===== config.mk =====
export PLATFORM = sky130hd
export DESIGN_NAME = ysyx_23060184_ifu_flat
export DESIGN_NICKNAME = d
export VERILOG_FILES = /design/src/rtl/ysyx_23060184_ifu_pkg.sv /design/src/rtl/ysyx_23060184_ifu_if.sv /design/src/rtl/ysyx_23060184_ifu_perf.sv /design/src/rtl/ysyx_23060184_ifu.sv /design/src/flat_wrapper.sv
export SDC_FILE = /design/constraint.sdc
export NUM_CORES = 1
export LEC_CHECK = 0
export ABC_CLOCK_PERIOD_IN_PS = 5300
export BUFFER_PORTS_ARGS = -buffer_cell sky130_fd_sc_hd__buf_2
export CAP_MARGIN = 10
export CORE_ASPECT_RATIO = 2
export CORE_UTILIZATION = 25
export DETAILED_ROUTE_END_ITERATION = 16
export PLACE_DENSITY = 0.58
export SYNTH_ARGS = -nofsm -noshare
export SYNTH_HDL_FRONTEND = slang
export SYNTH_SLANG_ARGS = --single-unit

===== constraint.sdc =====
create_clock -name clk -period 5.3 [get_ports clk]
set_clock_uncertainty 0.15 [all_clocks]
set_input_delay 1.06 -clock clk [delete_from_list [all_inputs] [get_ports clk]]
set_output_delay 1.06 -clock clk [all_outputs]
set_load 0.05 [all_outputs]

===== src/rtl/ysyx_23060184_ifu_pkg.sv =====
// ysyx_23060184_ifu_pkg: shared IFU constants and FSM state encoding
package ysyx_23060184_ifu_pkg;
  localparam int IFU_DATA_WIDTH = 32;
  localparam int IFU_CNT_WIDTH = 32;
  localparam logic [31:0] IFU_RESET_PC = 32'h8000_0000;
  localparam logic [31:0] IFU_INST_INC = 32'd4;
  typedef enum logic [1:0] {
    S_IDLE = 2'd0,
    S_REQ  = 2'd1,
    S_WAIT = 2'd2,
    S_OUT  = 2'd3
  } ifu_state_e;
endpackage


===== src/rtl/ysyx_23060184_ifu_if.sv =====
// ysyx_23060184_ifu_if: redirect, imem request/response and IDU instruction channels
interface ysyx_23060184_ifu_if import ysyx_23060184_ifu_pkg::*; #(
  parameter int DW = IFU_DATA_WIDTH
);
  logic          redirect_valid;
  logic [DW-1:0] redirect_pc;
  logic          imem_req_valid;
  logic          imem_req_ready;
  logic [DW-1:0] imem_req_addr;
  logic          imem_resp_valid;
  logic          imem_resp_ready;
  logic [DW-1:0] imem_resp_data;
  logic          inst_valid;
  logic          inst_ready;
  logic [DW-1:0] inst;
  logic [DW-1:0] inst_pc;
  modport master (
    input  redirect_valid, redirect_pc, imem_req_ready, imem_resp_valid, imem_resp_data, inst_ready,
    output imem_req_valid, imem_req_addr, imem_resp_ready, inst_valid, inst, inst_pc
  );
  modport slave (
    output redirect_valid, redirect_pc, imem_req_ready, imem_resp_valid, imem_resp_data, inst_ready,
    input  imem_req_valid, imem_req_addr, imem_resp_ready, inst_valid, inst, inst_pc
  );
endinterface


===== src/rtl/ysyx_23060184_ifu_perf.sv =====
// ysyx_23060184_ifu_perf: wrapping fetch and stall counters, built only with IFU_PERF_CNT_EN
`ifdef IFU_PERF_CNT_EN
module ysyx_23060184_ifu_perf import ysyx_23060184_ifu_pkg::*; (
  input  logic                     clk,
  input  logic                     rstn,
  input  logic                     fetch,
  input  logic                     stall,
  output logic [IFU_CNT_WIDTH-1:0] fetch_cnt,
  output logic [IFU_CNT_WIDTH-1:0] stall_cnt
);
  always_ff @(posedge clk or negedge rstn)
    if (!rstn) begin
      fetch_cnt <= '0;
      stall_cnt <= '0;
    end else begin
      fetch_cnt <= fetch ? fetch_cnt + 1'b1 : fetch_cnt;
      stall_cnt <= stall ? stall_cnt + 1'b1 : stall_cnt;
    end
endmodule
`endif


===== src/rtl/ysyx_23060184_ifu.sv =====
// ysyx_23060184_ifu: PC owner fetching one instruction at a time from imem and handing it to IDU.
// Defining IFU_PERF_CNT_EN adds the perf_fetch_cnt/perf_stall_cnt counter ports.
module ysyx_23060184_ifu import ysyx_23060184_ifu_pkg::*; #(
  parameter int                    DATA_WIDTH = IFU_DATA_WIDTH,
  parameter logic [DATA_WIDTH-1:0] RESET_PC   = IFU_RESET_PC
) (
  input  logic                     clk,
  input  logic                     rstn,
  ysyx_23060184_ifu_if.master      bus
`ifdef IFU_PERF_CNT_EN
  ,
  output logic [IFU_CNT_WIDTH-1:0] perf_fetch_cnt,
  output logic [IFU_CNT_WIDTH-1:0] perf_stall_cnt
`endif
);
  ifu_state_e            state;
  logic [DATA_WIDTH-1:0] pc;
  logic [DATA_WIDTH-1:0] inst_q;
  logic [DATA_WIDTH-1:0] inst_pc_q;
  logic                  drop;
  logic                  req_hs;
  logic                  resp_hs;
  logic                  inst_hs;
  assign bus.imem_req_valid  = state == S_REQ;
  assign bus.imem_resp_ready = state == S_WAIT;
  assign bus.inst_valid      = state == S_OUT;
  assign bus.imem_req_addr   = pc;
  assign bus.inst            = inst_q;
  assign bus.inst_pc         = inst_pc_q;
  assign req_hs  = bus.imem_req_valid && bus.imem_req_ready;
  assign resp_hs = bus.imem_resp_valid && bus.imem_resp_ready;
  assign inst_hs = bus.inst_valid && bus.inst_ready;
  // drop marks the single outstanding response as stale after a redirect
  always_ff @(posedge clk or negedge rstn)
    if (!rstn) begin
      state     <= S_IDLE;
      pc        <= RESET_PC;
      drop      <= 1'b0;
      inst_q    <= '0;
      inst_pc_q <= '0;
    end else begin
      case (state)
        S_IDLE: begin
          state <= S_REQ;
          if (bus.redirect_valid) pc <= bus.redirect_pc;
        end
        S_REQ: begin
          if (bus.redirect_valid) pc <= bus.redirect_pc;
          if (req_hs) begin
            state <= S_WAIT;
            drop  <= bus.redirect_valid;
          end
        end
        S_WAIT: begin
          if (bus.redirect_valid) pc <= bus.redirect_pc;
          if (resp_hs) begin
            drop <= 1'b0;
            if (drop || bus.redirect_valid) state <= S_REQ;
            else begin
              inst_q    <= bus.imem_resp_data;
              inst_pc_q <= pc;
              state     <= S_OUT;
            end
          end else if (bus.redirect_valid) drop <= 1'b1;
        end
        S_OUT: begin
          if (bus.redirect_valid) begin
            pc    <= bus.redirect_pc;
            state <= S_REQ;
          end else if (inst_hs) begin
            pc    <= pc + DATA_WIDTH'(IFU_INST_INC);
            state <= S_REQ;
          end
        end
        default: state <= S_IDLE;
      endcase
    end
`ifdef IFU_PERF_CNT_EN
  ysyx_23060184_ifu_perf u_perf (
    .clk       (clk),
    .rstn      (rstn),
    .fetch     (inst_hs),
    .stall     ((bus.inst_valid && !bus.inst_ready) || state == S_REQ || state == S_WAIT),
    .fetch_cnt (perf_fetch_cnt),
    .stall_cnt (perf_stall_cnt)
  );
`endif
endmodule


===== src/flat_wrapper.sv =====
// flat-port wrapper written by rule: the top's interface ports become plain ports
module ysyx_23060184_ifu_flat import ysyx_23060184_ifu_pkg::*;
#(
  parameter int                    DATA_WIDTH = IFU_DATA_WIDTH,
  parameter logic [DATA_WIDTH-1:0] RESET_PC   = IFU_RESET_PC
)
  (clk, rstn, bus_redirect_valid, bus_redirect_pc, bus_imem_req_ready, bus_imem_resp_valid, bus_imem_resp_data, bus_inst_ready, bus_imem_req_valid, bus_imem_req_addr, bus_imem_resp_ready, bus_inst_valid, bus_inst, bus_inst_pc);
  ysyx_23060184_ifu_if bus_i ();
  input  logic clk;
  input  logic rstn;
  input wire logic [$bits(bus_i.redirect_valid)-1:0] bus_redirect_valid;
  input wire logic [$bits(bus_i.redirect_pc)-1:0] bus_redirect_pc;
  input wire logic [$bits(bus_i.imem_req_ready)-1:0] bus_imem_req_ready;
  input wire logic [$bits(bus_i.imem_resp_valid)-1:0] bus_imem_resp_valid;
  input wire logic [$bits(bus_i.imem_resp_data)-1:0] bus_imem_resp_data;
  input wire logic [$bits(bus_i.inst_ready)-1:0] bus_inst_ready;
  output wire logic [$bits(bus_i.imem_req_valid)-1:0] bus_imem_req_valid;
  output wire logic [$bits(bus_i.imem_req_addr)-1:0] bus_imem_req_addr;
  output wire logic [$bits(bus_i.imem_resp_ready)-1:0] bus_imem_resp_ready;
  output wire logic [$bits(bus_i.inst_valid)-1:0] bus_inst_valid;
  output wire logic [$bits(bus_i.inst)-1:0] bus_inst;
  output wire logic [$bits(bus_i.inst_pc)-1:0] bus_inst_pc;
  assign bus_i.redirect_valid = bus_redirect_valid;
  assign bus_i.redirect_pc = bus_redirect_pc;
  assign bus_i.imem_req_ready = bus_imem_req_ready;
  assign bus_i.imem_resp_valid = bus_imem_resp_valid;
  assign bus_i.imem_resp_data = bus_imem_resp_data;
  assign bus_i.inst_ready = bus_inst_ready;
  assign bus_imem_req_valid = bus_i.imem_req_valid;
  assign bus_imem_req_addr = bus_i.imem_req_addr;
  assign bus_imem_resp_ready = bus_i.imem_resp_ready;
  assign bus_inst_valid = bus_i.inst_valid;
  assign bus_inst = bus_i.inst;
  assign bus_inst_pc = bus_i.inst_pc;
  ysyx_23060184_ifu #(.DATA_WIDTH(DATA_WIDTH), .RESET_PC(RESET_PC)) u_core (.clk(clk), .rstn(rstn), .bus(bus_i));
endmodule

; ---- Yosys cells after proc, flatten, opt, wreduce, memory -nomap -nowiden
; Index checks and enable logic that the tools add are counted.
[word_totals]
input_bits = 70
regBits = 99
out_inout_bits = 99
elab_cells = 40
[op_classes]
eq_ne = 8
n_reduce_logical = 11
mux = 14
bitwise_logic = 1
addsub = 1
[op_table]
columns = operator, count
row1 = $mux 32, 3
row2 = $pmux 32 s2, 1
row3 = $add 32x3->32 const B, 1
row4 = $mux 2, 5
row5 = $reduce_and 3->1, 3
row6 = $pmux 2 s4, 1
row7 = $ne 3x3->1 const B, 2
row8 = $eq 2x2->1 const B, 2
row9 = $ne 2x2->1 const B, 2
row10 = $logic_and 1x1->1, 3
row11 = $mux 1, 3
row12 = $reduce_or 3->1, 1
row13 = $eq 2x1->1 const B, 1
row14 = $logic_not 2->1, 1
row15 = $ne 2x1->1 const B, 1
row16 = $pmux 1 s2, 1
row17 = $reduce_and 2->1, 1
row18 = $reduce_bool 2->1, 1
row19 = $logic_or 1x1->1, 1
row20 = $not 1->1, 1

; ---- Depth between registers and ports, before layout
; Gate-level depths: netlist of the first run.
[depth]
ltp_word = 5
ltp_mapped = 8
depth_no_buf = 6

; ---- Least setup slack after synthesis of the first run
; No wires, ideal clock.
[synth_timing]
path_kind = in2reg
startpoint = in bus_redirect_valid
endpoint = reg u_core.inst_pc_q[9] (netlist: u_core.bus.inst_pc[9])
slack_ns = 2.709
t_arrival_ns = 2.316
setup_ns = 0.125
t_required_ns = 5.025
path_buffers = 2
path_stages = 5
cell_sequence = nor2_1 > and3_1 > clkbuf_1 > clkbuf_1 > mux2_2
[synth_between]
elab_chain_cells = 3
[synth_lines]
columns = item, line
row1 = "start, declared", flat_wrapper.sv:11  ; input wire logic [$bits(bus_i.redirect_valid)-1:0] bus_redirect_valid;
row2 = $logic_or 1x1->1, ysyx_23060184_ifu.sv:58  ; if (drop || bus.redirect_valid) state <= S_REQ;
row3 = $not 1->1 (no line), n/a
row4 = $reduce_and 3->1 (no line), n/a
row5 = "end signal, assigned", ysyx_23060184_ifu.sv:61  ; inst_pc_q <= pc;
row6 = "end, declared", ysyx_23060184_ifu.sv:19  ; logic [DATA_WIDTH-1:0] inst_pc_q;
; Every way passes these cells.
; A chain may end at the register's enable or synchronous reset.

; ---- Worst setup path after layout of the first run
[layout_timing]
startpoint = in bus_redirect_valid
endpoint = reg u_core.inst_pc_q[18] (netlist: u_core.bus.inst_pc[18])
; Same word-level chain as after synthesis.

==> results of run 1 <==
==> synthesized netlist by cell type, drive strengths merged (4+ instances only) <==
master	n	area, µm²
a211oi	4	30.0
a21oi	32	160
a31oi	6	37.5
buf	8	35.0
clkbuf	15	56.3
dfrtp	98	2450
ha	5	62.6
inv	8	30.0
mux2	67	754
nand2	25	93.8
nand2b	5	31.3
nand3	15	85.1
nand4	10	68.8
nor2	24	90.1
nor3	5	25.0
nor4	7	58.8
o21ai	19	95.1
o22ai	10	62.6
or2	4	25.0
or3	4	25.0
==> cell families (layout without fill, tap and decap cells) <==
| logic type | Yosys count | in the layout |
|---|---|---|
| AO/OA/AOI/OAI | 95 | 95 |
| adder cells (fa/ha/maj) | 5 | 5 |
| buffers and inverters | 31 | 199 |
| flip-flops | 99 | 99 |
| multiplexers | 69 | 69 |
| AND/OR/NAND/NOR | 107 | 107 |
==> metal layers <==
layer | routed length [µm] | vias up | share of wire, % | track usage (%)
li1 | - | 1819 | - | -
met5 | 13 | - | 0.093 | 0
met1 | 5030 | 1964 | 36 | 15.4
met4 | 520 | 2 | 3.7 | 8.92
met2 | 7740 | 136 | 55 | 26.9
met3 | 668 | 34 | 4.8 | 3.17
==> worst max-delay path by stage <==
stage	to	slack [ns]	cells after the start
global placement	u_core.bus.inst_pc[11]$_DFFE_PN0P_	2.03	5
floorplan	u_core.bus.inst_pc[9]$_DFFE_PN0P_	2.71	5
CTS	u_core.bus.inst_pc[18]$_DFFE_PN0P_	2.29	5
finish	u_core.bus.inst_pc[18]$_DFFE_PN0P_	2.33	5
detailed placement	u_core.bus.inst_pc[18]$_DFFE_PN0P_	1.92	5
global route	u_core.bus.inst_pc[18]$_DFFE_PN0P_	2.18	5
==> report_power, final <==
group,switching [mW],total [mW],internal (mW)
clock network,0.296,0.678,0.382
logic,1.51,2.04,0.527
registers,0.262,1.32,1.06
total,2.07,4.04,1.97
==> layout make-up <==
class / instances / area share (%)
well taps: 213 / 4.46
multi-input cells: 276 / 33.6
clock inverters: 5 / 1.00
repair buffers: 175 / 15.0
flip-flops and latches: 99 / 41.4
inverters: 8 / 0.502
clock buffers: 11 / 4.06
==> critical path, stage by stage <==
cell	delay (ns)
buf_2	0.15
nor2_1	0.14
and3_2	0.96
buf_4	0.36
mux2_2	0.36
==> state kept, by name (all words and copies together), names as in the netlist <==
register / count
u_core.bus.imem_req_addr: 32
u_core.bus.inst: 32
u_core.bus.inst_pc: 32
u_core.drop: 1
u_core.state: 2
==> stage by stage <==
step	cell area (µm²)	hold slack [ns]	instances	setup WS, ns
4_1_cts	5980	0.356	787	2.29
2_1_floorplan	4590	0.371	406	2.71
6_report	5980	0.351	787	2.33
3_3_place_gp	5680	0.334	771	2.03
3_5_place_dp	5680	0.341	771	1.92
5_1_grt	5980	0.364	787	2.18
==> impl_metrics.yaml, run 1 <==
outcome:
  outcome: "finished, violations left"
  violations: "DRC"
sta:
  maxClockFrequency_ghz: 0.337
  relSlewSlack_pct: 25.2
  hold_violations: 0
  slew_viol_final: 0
  setup_viol: 0
  fin_setup_tns_ns: 0
  min_period_ns: 2.97
  worst_slew_pin_slew_ns: 1.12
  rsz0062_at_grt: "no"
  min_period_over_period_pct: 56.0
power_and_ir_drop:
  p_total_mw: 4.04
  p_per_area_nw_per_um2: 676
  p_leak_nw: 2.81
  ir_worst_vdd_uv: 256
routing:
  drt_wl_total_um: 14000
  vias: 3955
  wire_per_inst_um: 17.7
  drt-initial-drc-count: 250
  postRouteAntennaNets: 0
  drtPass1Iterations: 11
  drc: 28
  via_per_inst: 5.03
setup_path:
  cp-start-kind: "input pin"
  crit_type: "in2reg"
  end_kind: "flip-flop"
  crit_start: "bus_redirect_valid"
  critPathArrivalTime_ns: 3.05
  reg2reg_to: "u_core.bus.inst_pc[18]$_DFFE_PN0P_"
  rr_startpoint: "u_core.state[0]$_DFFE_PN0P_"
  crit_required_ns: 5.39
  r2r_cells: 5
  crit_path_max_fanout: 46
  regToRegSetupSlack_ns: 2.54
logic_synthesis:
  synthMuxAreaShare_pct: 16.9
  synth_top_family_by_area: "multiplexers"
  synth_cell_types: 48
  syn_inst: 406
  synth-seq-area-share_pct: 53.9
  syn_avg_cell_area_um2: 11.3
  synth-xor-area-share_pct: 0
  synth_compound_gate_area_share_pct: 12.9
  synth.net_count: 481
  synth_edf_count: 0
  synth_area_um2: 4590
  ys.flop_type: "dfrtp_1"
  yosysWarnings: 0
  synth_seq_cells: 99
  synthAdderAreaFrac_pct: 1.36
  synthArstFlopShare_pct: 100
  synth-simple-area-share_pct: 12.3
final_layout:
  ff_latch_area_um2: 2480
  final_cell_mix: "167 x buf_2, 98 x dfrtp_1, 66 x mux2_2, 31 x a21oi_1, 25 x nand2_1"
  drive_above_1_share_pct: 47.0
  mostFrequentLayoutCell: "buf_2"
  fill_cells: 1811
  n_antenna_cell: 0
  nets: 644
  post-route-util_pct: 33.5
  syn_to_final_growth_pct: 30.2
  multi_input_area_um2: 2010
worst_hold_path:
  hold_depth: 1
  min_from: "u_core.bus.inst_pc[27]$_DFFE_PN0P_"
  hold_end: "u_core.bus.inst_pc[27]$_DFFE_PN0P_"
  hold_path.class: "reg2reg"
global_route:
  grt_max_degree: 81
  grt_pass1_wl_um: 21500
  grt-ovfl-total: 0
  grt_pass1_vias: 4038
  grt_use_total_pct: 14.8
  antenna_found_initial: 1
placement:
  portBuffers: 168
  gp_congestion: 0.814
  place_hpwl_um: 10400
cts:
  cts_max_level: 3
  cts_tree: "built"
  ctsHoldBuffers: 0
  post_cts_resized: 0
  cts.sinks: 99
  numCtsBuffers: 9
  clk_latency_ns: 0.35
  clock-root-buffer: "clkbuf_16"
  cts_buffer_depth: 2
  postCtsSetupBuffers: 0
  clk_pin_slew_worst_paths_ns: 0.07
die:
  ios: 169
  die_area_um2: 19000
  die_x_um: 97.9
  coreArea_um2: 17900
  die_y_um: 194
  start_util_pct: 25.7
  num_rows: 69
job:
  maxCapViolCount: 0
Power figures use the tool's default switching activity.
==> inputs of run 2 (changes only) <==
--- a/config.mk
+++ b/config.mk
@@ -5,13 +5,13 @@
 export SDC_FILE = /design/constraint.sdc
 export NUM_CORES = 1
 export LEC_CHECK = 0
-export ABC_CLOCK_PERIOD_IN_PS = 5300
+export ABC_CLOCK_PERIOD_IN_PS = 2700
 export BUFFER_PORTS_ARGS = -buffer_cell sky130_fd_sc_hd__buf_2
 export CAP_MARGIN = 10
 export CORE_ASPECT_RATIO = 2
 export CORE_UTILIZATION = 25
 export DETAILED_ROUTE_END_ITERATION = 16
-export PLACE_DENSITY = 0.58
+export PLACE_DENSITY = 0.6
 export SYNTH_ARGS = -nofsm -noshare
 export SYNTH_HDL_FRONTEND = slang
 export SYNTH_SLANG_ARGS = --single-unit
==> constraint.sdc (replaced) <==
create_clock -name clk -period 2.7 [get_ports clk]
set_clock_uncertainty 0.15 [all_clocks]
set_input_delay 0.54 -clock clk [delete_from_list [all_inputs] [get_ports clk]]
set_output_delay 0.54 -clock clk [all_outputs]
set_load 0.05 [all_outputs]
==> run 2 against run 1 <==
Effect of this change: non-clock buffer count rose by 20; total power rose by 100%; register-to-register slack got worse by 2.1 ns; die area did not move; global-route usage rose by 0.15 points; largest cell class unchanged; combinational power rose by 100%; final cell count rose by 2.4%; flip-flop and latch count did not move; the run still ends with DRC left; sequential power rose by 90%.
==> impl_metrics.yaml, run 2 (same netlist as run 1, synthesis figures left out) <==
power_and_ir_drop:
  p_leak_nw: 2.92
  p_per_area_nw_per_um2: 1310
  ir_worst_vdd_uv: 441
  p_total_mw: 8.07
cts:
  clock-root-buffer: "clkbuf_16"
  cts_max_level: 3
  clk_latency_ns: 0.35
  postCtsSetupBuffers: 0
  post_cts_resized: 0
  cts_tree: "built"
  clk_pin_slew_worst_paths_ns: 0.07
  ctsHoldBuffers: 1
  numCtsBuffers: 9
  cts.sinks: 99
  cts_buffer_depth: 2
routing:
  postRouteAntennaNets: 0
  vias: 3961
  drt_wl_total_um: 13800
  drtPass1Iterations: 11
  wire_per_inst_um: 17.1
  drc: 21
  via_per_inst: 4.91
  drt-initial-drc-count: 255
final_layout:
  syn_to_final_growth_pct: 34.3
  final_cell_mix: "167 x buf_2, 98 x dfrtp_1, 66 x mux2_2, 31 x a21oi_1"
  drive_above_1_share_pct: 48.6
  nets: 664
  fill_cells: 1839
  post-route-util_pct: 34.5
  mostFrequentLayoutCell: "buf_2"
  n_antenna_cell: 0
sta:
  slew_viol_final: 0
  min_period_ns: 2.30
  hold_violations: 0
  maxClockFrequency_ghz: 0.434
  relSlewSlack_pct: 58.0
  min_period_over_period_pct: 85.3
  rsz0062_at_grt: "no"
  worst_slew_pin_slew_ns: 0.630
  setup_viol: 0
  fin_setup_tns_ns: 0
  worst_slack_ns: 0.396
setup_path:
  crit_type: "reg2reg"
  regToRegSetupSlack_ns: 0.40
  end_kind: "flip-flop"
  cp-start-kind: "flip-flop"
  crit_required_ns: 2.78
  critPathArrivalTime_ns: 2.39
  crit_path_max_fanout: 7
worst_hold_path:
  hold_path.class: "in2reg"
global_route:
  grt_use_total_pct: 15.0
  antenna_found_initial: 0
  grt-ovfl-total: 0
  grt_max_degree: 55
  grt_pass1_wl_um: 21900
  grt_pass1_vias: 4014
placement:
  place_hpwl_um: 10500
  post-place-ws_ns: 0.406
  gp_congestion: 0.846
  portBuffers: 168
die:
  die_x_um: 97.9
  coreArea_um2: 17900
  die_area_um2: 19000
  num_rows: 69
  start_util_pct: 25.7
  die_y_um: 194
  ios: 169
outcome:
  outcome: "finished, violations left"
  violations: "DRC"
job:
  maxCapViolCount: 0
[run 2: cell types whose count changed in the layout (fill, tap and decap cells not counted)]
cell,delta
buf_12,+2
buf_4,+17
bufinv_16,+1
clkbuf_8,-1
clkinv_2,-1
clkinv_4,+1
clkinvlp_4,-1
dlygate4sd3_1,+1
[run 2: per-stage QoR]
| stage | cells | hold slack [ns] | cell area [µm²] |
|---|---|---|---|
| 2_1_floorplan | 406 | 0.0944 | 4590 |
| 3_3_place_gp | 790 | 0.316 | 5850 |
| 3_5_place_dp | 790 | 0.316 | 5850 |
| 4_1_cts | 806 | 0.250 | 6170 |
| 5_1_grt | 806 | 0.257 | 6170 |
| 6_report | 806 | 0.264 | 6170 |
[run 2: layout make-up]
| class | count | area (µm²) | area share [%] |
|---|---|---|---|
| multi-input cells | 276 | 2010 | 32.5 |
| inverters | 8 | 30.0 | 0.487 |
| repair buffers | 195 | 1070 | 17.4 |
| well taps | 213 | 267 | 4.32 |
| clock inverters | 5 | 86.3 | 1.40 |
| flip-flops and latches | 99 | 2480 | 40.2 |
| clock buffers | 10 | 229 | 3.71 |
[run 2: critical path, cell delays in order, from the launching register on]
cell	delay (ns)
dfrtp_1	0.46
ha_1	0.25
nand3_2	0.14
or2_2	0.39
or4_1	0.58
o22ai_1	0.14
a21oi_1	0.09
[run 2: power by group]
| part | total (mW) | internal [mW] | switching (mW) |
|---|---|---|---|
| sequential | 2.51 | 2.08 | 0.428 |
| clock | 1.40 | 0.816 | 0.583 |
| combinational | 4.16 | 1.11 | 3.05 |
[run 2: layer usage]
metal  GRT usage, %  up-vias  part of all wire (%)
met3           2.63       25                   4.9
met1           16.2     1922                    37
li1               -     1881                     -
met5              0        -                     0
met2           27.3      133                    54
met4           7.97        0                   3.6
[run 2: worst paths after layout]
path / from / end / cells past startpoint
worst max-delay path: u_core.bus.imem_req_addr[3]$_DFFE_PN0P_ / u_core.bus.imem_req_addr[18]$_DFFE_PN0P_ / 6
worst min-delay path: bus_imem_resp_data[15] / u_core.bus.inst[15]$_DFFE_PN0P_ / 2
worst max register to register: u_core.bus.imem_req_addr[3]$_DFFE_PN0P_ / u_core.bus.imem_req_addr[18]$_DFFE_PN0P_ / 6
worst min register to register: u_core.bus.inst[0]$_DFFE_PN0P_ / u_core.bus.inst[0]$_DFFE_PN0P_ / 1
max in group asynchronous: rstn / u_core.bus.inst_pc[3]$_DFFE_PN0P_ / 3
min in group asynchronous: rstn / u_core.bus.imem_req_addr[12]$_DFFE_PN0P_ / 2
